[src/rtl/ra_pq_sys_wrapper.sv]
// Systolic min-priority queue of {key,value} pairs with full/busy/empty status.
// Optional seven-segment display driver enabled by defining RA_PQ_S_DISPLAY_EN.
module ra_pq_sys_wrapper #(
  parameter int DEPTH        = 8,
  parameter int KW           = 8,
  parameter int VW           = 8,
  parameter int REFRESH_BITS = 17
) (
  input  logic              clk,
  input  logic              rst,
  input  logic [KW+VW-1:0]  kvi_logic,
  input  logic              enq_deq,
  input  logic              deq,
  output logic              full,
  output logic              busy,
  output logic              empty,
  output logic [6:0]        segs_n,
  output logic              dp_n,
  output logic [7:0]        an_n
);
  localparam int W  = KW + VW;
  localparam int CW = $clog2(DEPTH + 1);

  logic [DEPTH-1:0] vld, vld_nxt, bvld, stay;
  logic [W-1:0]     kv [DEPTH];
  logic [W-1:0]     kv_nxt [DEPTH];
  logic [W-1:0]     bkv [DEPTH];
  logic [CW-1:0]    count, count_nxt;
  logic             do_deq, do_rep, do_enq, shift, ins;
  logic             last_vld;
  logic [W-1:0]     last_kv;
  logic             head_vld;
  logic [W-1:0]     head_kv;

  assign head_vld = vld[0];
  assign head_kv  = kv[0];

  // Replace on an empty queue degenerates into a plain enqueue.
  assign do_rep = enq_deq && deq && !busy && !empty;
  assign do_deq = deq && !enq_deq && !busy && !empty;
  assign do_enq = enq_deq && !busy && (deq ? empty : !full);
  assign shift  = do_deq || do_rep;
  assign ins    = do_enq || do_rep;

  // Base array is the queue after an optional head removal; insertion then
  // happens into it, so replace reuses the same compare/shift network.
  always_comb begin
    for (int i = 0; i < DEPTH - 1; i++) begin
      bvld[i] = shift ? vld[i+1] : vld[i];
      bkv[i]  = shift ? kv[i+1]  : kv[i];
    end
    bvld[DEPTH-1] = shift ? 1'b0 : vld[DEPTH-1];
    bkv[DEPTH-1]  = kv[DEPTH-1];
    for (int i = 0; i < DEPTH; i++)
      stay[i] = bvld[i] && (bkv[i][W-1:VW] <= kvi_logic[W-1:VW]);
    vld_nxt = bvld;
    for (int i = 0; i < DEPTH; i++) kv_nxt[i] = bkv[i];
    if (ins) begin
      if (!stay[0]) begin
        vld_nxt[0] = 1'b1;
        kv_nxt[0]  = kvi_logic;
      end
      for (int i = 1; i < DEPTH; i++) begin
        if (!stay[i]) begin
          vld_nxt[i] = stay[i-1] ? 1'b1 : bvld[i-1];
          kv_nxt[i]  = stay[i-1] ? kvi_logic : bkv[i-1];
        end
      end
    end
    count_nxt = count + CW'(ins) - CW'(shift);
  end

  always_ff @(posedge clk or posedge rst) begin
    if (rst) begin
      vld      <= '0;
      for (int i = 0; i < DEPTH; i++) kv[i] <= '0;
      count    <= '0;
      full     <= 1'b0;
      empty    <= 1'b1;
      busy     <= 1'b0;
      last_vld <= 1'b0;
      last_kv  <= '0;
    end else begin
      vld <= vld_nxt;
      for (int i = 0; i < DEPTH; i++) kv[i] <= kv_nxt[i];
      count <= count_nxt;
      full  <= (count_nxt == CW'(DEPTH));
      empty <= (count_nxt == '0);
      busy  <= shift;
      if (shift) begin
        last_vld <= 1'b1;
        last_kv  <= kv[0];
      end
    end
  end

`ifdef RA_PQ_S_DISPLAY_EN
  logic [REFRESH_BITS-1:0] refresh;
  logic [2:0]              digit;
  logic [3:0]              nib;
  logic                    blank;

  function automatic logic [6:0] hex7(input logic [3:0] h);
    case (h)
      4'h0: hex7 = 7'h40;  4'h1: hex7 = 7'h79;  4'h2: hex7 = 7'h24;  4'h3: hex7 = 7'h30;
      4'h4: hex7 = 7'h19;  4'h5: hex7 = 7'h12;  4'h6: hex7 = 7'h02;  4'h7: hex7 = 7'h78;
      4'h8: hex7 = 7'h00;  4'h9: hex7 = 7'h10;  4'hA: hex7 = 7'h08;  4'hB: hex7 = 7'h03;
      4'hC: hex7 = 7'h46;  4'hD: hex7 = 7'h21;  4'hE: hex7 = 7'h06;  default: hex7 = 7'h0E;
    endcase
  endfunction

  always_ff @(posedge clk or posedge rst) begin
    if (rst) begin
      refresh <= '0;
      digit   <= '0;
    end else begin
      refresh <= refresh + 1'b1;
      if (&refresh) digit <= digit + 1'b1;
    end
  end

  always_comb begin
    nib   = 4'h0;
    blank = 1'b1;
    case (digit)
      3'd0: begin nib = head_kv[3:0];        blank = !head_vld; end
      3'd1: begin nib = head_kv[7:4];        blank = !head_vld; end
      3'd2: begin nib = head_kv[W-1-4:VW];   blank = !head_vld; end
      3'd3: begin nib = head_kv[W-1:W-4];    blank = !head_vld; end
      3'd4: begin nib = last_kv[3:0];        blank = !last_vld; end
      3'd5: begin nib = last_kv[7:4];        blank = !last_vld; end
      3'd6: begin nib = last_kv[W-1-4:VW];   blank = !last_vld; end
      default: begin nib = last_kv[W-1:W-4]; blank = !last_vld; end
    endcase
  end

  assign segs_n = blank ? 7'h7F : hex7(nib);
  assign an_n   = ~(8'b1 << digit);
  assign dp_n   = (digit != 3'd4);
`else
  logic unused_disp;
  assign unused_disp = ^{last_vld, last_kv, head_vld, head_kv, REFRESH_BITS[0]};
  assign segs_n = 7'h7F;
  assign dp_n   = 1'b1;
  assign an_n   = 8'hFF;
`endif

endmodule

[config.mk]
export PLATFORM = sky130hd
export DESIGN_NAME = ra_pq_sys_wrapper
export DESIGN_NICKNAME = d
export VERILOG_FILES = /design/src/rtl/ra_pq_sys_wrapper.sv
export SDC_FILE = /design/constraint.sdc
export NUM_CORES = 1
export LEC_CHECK = 0
export CORE_MARGIN = 2
export CORE_UTILIZATION = 28
export CTS_CLUSTER_DIAMETER = 50
export CTS_CLUSTER_SIZE = 30
export DETAILED_ROUTE_END_ITERATION = 12
export PLACE_DENSITY_LB_ADDON = 0.1
export SYNTH_ARGS = -nofsm -noshare
export SYNTH_HDL_FRONTEND = slang
export SYNTH_SLANG_ARGS = --single-unit
[constraint.sdc]
create_clock -name clk -period 2.35 [get_ports clk]
set_input_delay 0.3525 -clock clk [delete_from_list [all_inputs] [get_ports clk]]
set_output_delay 0.3525 -clock clk [all_outputs]
set_load 0.02 [all_outputs]
==> results of run 1 <==
[critical path, stage by stage, from the launching register on]
cell	delay, ns
dfrtp_1	0.40
nand3b_1	0.17
ha_1	0.29
inv_1	0.06
ha_2	0.17
inv_2	0.04
fa_1	0.50
inv_2	0.04
or3_4	0.36
o21ba_4	0.22
[final timing paths]
path                                from       end  slack, ns  depth (start not counted)
worst max register to register      busy     empty       0.06                          9
worst max-delay path                busy     empty       0.06                          9
worst min-delay path                 rst      full       0.33                          2
worst min register to register  count[0]  count[0]       0.53                          1
max in group asynchronous            rst     empty       1.76                          2
min in group clk                count[0]  count[0]       0.53                          1
[sequential cells by signal, summed over array words and instances, names as in the netlist]
signal  flops
empty       1
full        1
busy        1
count       4
[per-layer routing]
layer / share of wire [%] / global-route usage [%] / routed length, um
met5: 0 / 0 / 0
met3: 5.7 / 2.38 / 37
met4: 0.93 / 7.06 / 6
met1: 47 / 8.33 / 300
met2: 46 / 11.0 / 299
[stage by stage]
step / worst slack [ns] / util (%) / hold WS, ns / TNS, ns
3_3_place_gp: -0.559 / 32.9 / 0.498 / -1.20
4_1_cts: 0.0168 / 35.4 / 0.332 / 0
2_1_floorplan: 0.0234 / - / 0.155 / 0
5_1_grt: -0.0431 / 36.6 / 0.360 / -0.0431
6_report: 0.0628 / 36.6 / 0.329 / 0
3_5_place_dp: -0.478 / 32.9 / 0.499 / -0.904
[cells in the final DEF (no fill, tap or decap), types with 2 or more instances in the layout]
master	instances
a21oi_1	2
buf_4	4
clkbuf_4	3
clkdlybuf4s50_1	4
conb_1	16
dfrtp_1	6
dlygate4sd2_1	2
ha_1	3
inv_1	5
inv_2	2
[repair_timing]
action,4_1_cts,5_1_grt
endpoints found under the setup margin,2,2
gates resized for setup,5,3
pin swaps,4,1
setup buffers,1,1
[power by group through the flow]
stage / clock network (mW) / logic [mW] / registers (mW)
finish: 0.103 / 0.400 / 0.200
global route: 0.121 / 0.450 / 0.205
CTS: 0.108 / 0.358 / 0.201
detailed placement: 0 / 0.327 / 0.202
global placement: 0 / 0.334 / 0.202
floorplan: 0 / 0.255 / 0.204
[cells by family (layout without fill, tap and decap cells)]
family	Yosys count	in the layout	share of synthesized area [%]
AND/OR/NAND/NOR	8	8	9.87
other	1	16	0.778
AO/OA/AOI/OAI	3	3	4.16
XOR/XNOR	2	2	3.64
buffers and inverters	23	21	30.4
flip-flops	7	7	36.6
adder cells (fa/ha/maj)	5	5	14.5
[final cells by class]
type                            count  area (sq um)  share of cell area, %
Tap cell                           16          20.0                   3.51
Timing Repair Buffer               10          87.6                   15.4
Inverter                            7          26.3                   4.61
Clock buffer                        4          26.3                   4.61
Sequential cell                     7           176                   30.9
Multi-Input combinational cell     34           234                   41.0
==> results.ini, run 1 <==
[power]
p_sw_share_pct=38.6
leakage_nw=0.295
ir_drop_uv=670
comb_power_share_pct=56.9
pwr-share-clk_pct=14.7
p_int_mw=0.432
switching_power_mw=0.271
power_density_nw_per_um2=1230
pwr-share-seq_pct=28.4
power_mw=0.703

[global_route]
grt_pass1_wl_um=1040
grt_pass1_vias=265
grt.overflow.total=0
antenna_found_initial=0
grt_max_degree=8
track_usage_pct=7.46

[route]
dr.pass1.iters=3
vias=291
avgRoutedWirePerCell_um=8.26
first_iter_violations=6
drtAntennaViolNets=0
routed_wl_um=644
via_per_inst=3.73
drcViolationCount=0

[worst_setup_path]
cp-end-kind=flop
path_class=reg2reg
start_kind=flop
arrival_ns=2.48
required_ns=2.54
path_max_fanout=3

[floorplanning]
start_util_pct=30.9
die_x_um=45.5
die_y_um=45.5
rows=14
fp.coreArea_sq_um=1560
dieArea_sq_um=2070
ios=39

[logic_synthesis]
synth-edff-count=0
synth_cells=49
yosysSeqAreaShare_pct=36.6
ys_types=19
synth.largest_area_cell=dfrtp_1
ys.flop_type=dfrtp_1
synthTopCellsByCount=16 x buf_4, 7 x inv_1, 6 x dfrtp_1
synth.top_cell.area_share_pct=31.2
synth_warnings=0
syn_area_sq_um=482
syn_avg_cell_area_sq_um=9.83
synth_area_leaders=dfrtp_1 31%, buf_4 25%, ha_1 10%
synth_seq_cells=7
synth_most_common_cell=buf_4
async_reset_ff_share_pct=100

[clock_tree]
cts_tree=yes
cts_root_buffer=clkbuf_4
cts-htree-levels=1
cts_sinks=7
cts_inserted_buffers=3
cts_hold_buf=0
clock_latency_ns=0.24
clkSlewWorstSetupHoldPaths_ns=0.05
cts_max_path_buffers=2

[placed_design]
gp_congestion=0.684
placed_area_sq_um=513
dp_cells=72
dp_hpwl_um=561
port_buffers=6

[run_status]
outcome=finished clean

[sta]
slew_violations=0
finalHoldViolations=0
setup_violations=0
rsz0062_at_grt=yes
max_freq_mhz=437
finalCritPeriodShare_pct=97.3
final.min_clock_period_ns=2.29
fin_skew_ns=0.00352

[final_layout]
nets=88
fin_area_sq_um=571
area_growth_pct=18.4
post_layout_nonfiller_instances=78
layout-drive-gt1-share_pct=22.6
fill_cells=162
diodes=0

[job]
max_cap_violations=0

[worst_hold_path]
min_path_type=in2async

Note: power is estimated with default switching activity, not from simulation.
==> run 2, diff against run 1 <==
--- a/config.mk
+++ b/config.mk
@@ -11,6 +11,7 @@
 export CTS_CLUSTER_SIZE = 30
 export DETAILED_ROUTE_END_ITERATION = 12
 export PLACE_DENSITY_LB_ADDON = 0.1
+export SLEW_MARGIN = 20
 export SYNTH_ARGS = -nofsm -noshare
 export SYNTH_HDL_FRONTEND = slang
 export SYNTH_SLANG_ARGS = --single-unit
==> results of run 2 <==
Final layout, timing and power as in run 1 (identical DEF).
==> run 3, diff against run 2 <==
--- a/config.mk
+++ b/config.mk
@@ -5,10 +5,11 @@
 export SDC_FILE = /design/constraint.sdc
 export NUM_CORES = 1
 export LEC_CHECK = 0
+export ABC_AREA = 0
 export CORE_MARGIN = 2
 export CORE_UTILIZATION = 28
 export CTS_CLUSTER_DIAMETER = 50
-export CTS_CLUSTER_SIZE = 30
+export CTS_CLUSTER_SIZE = 40
 export DETAILED_ROUTE_END_ITERATION = 12
 export PLACE_DENSITY_LB_ADDON = 0.1
 export SLEW_MARGIN = 20
==> results of run 3 <==
Final layout, timing and power as in run 1 (identical DEF).
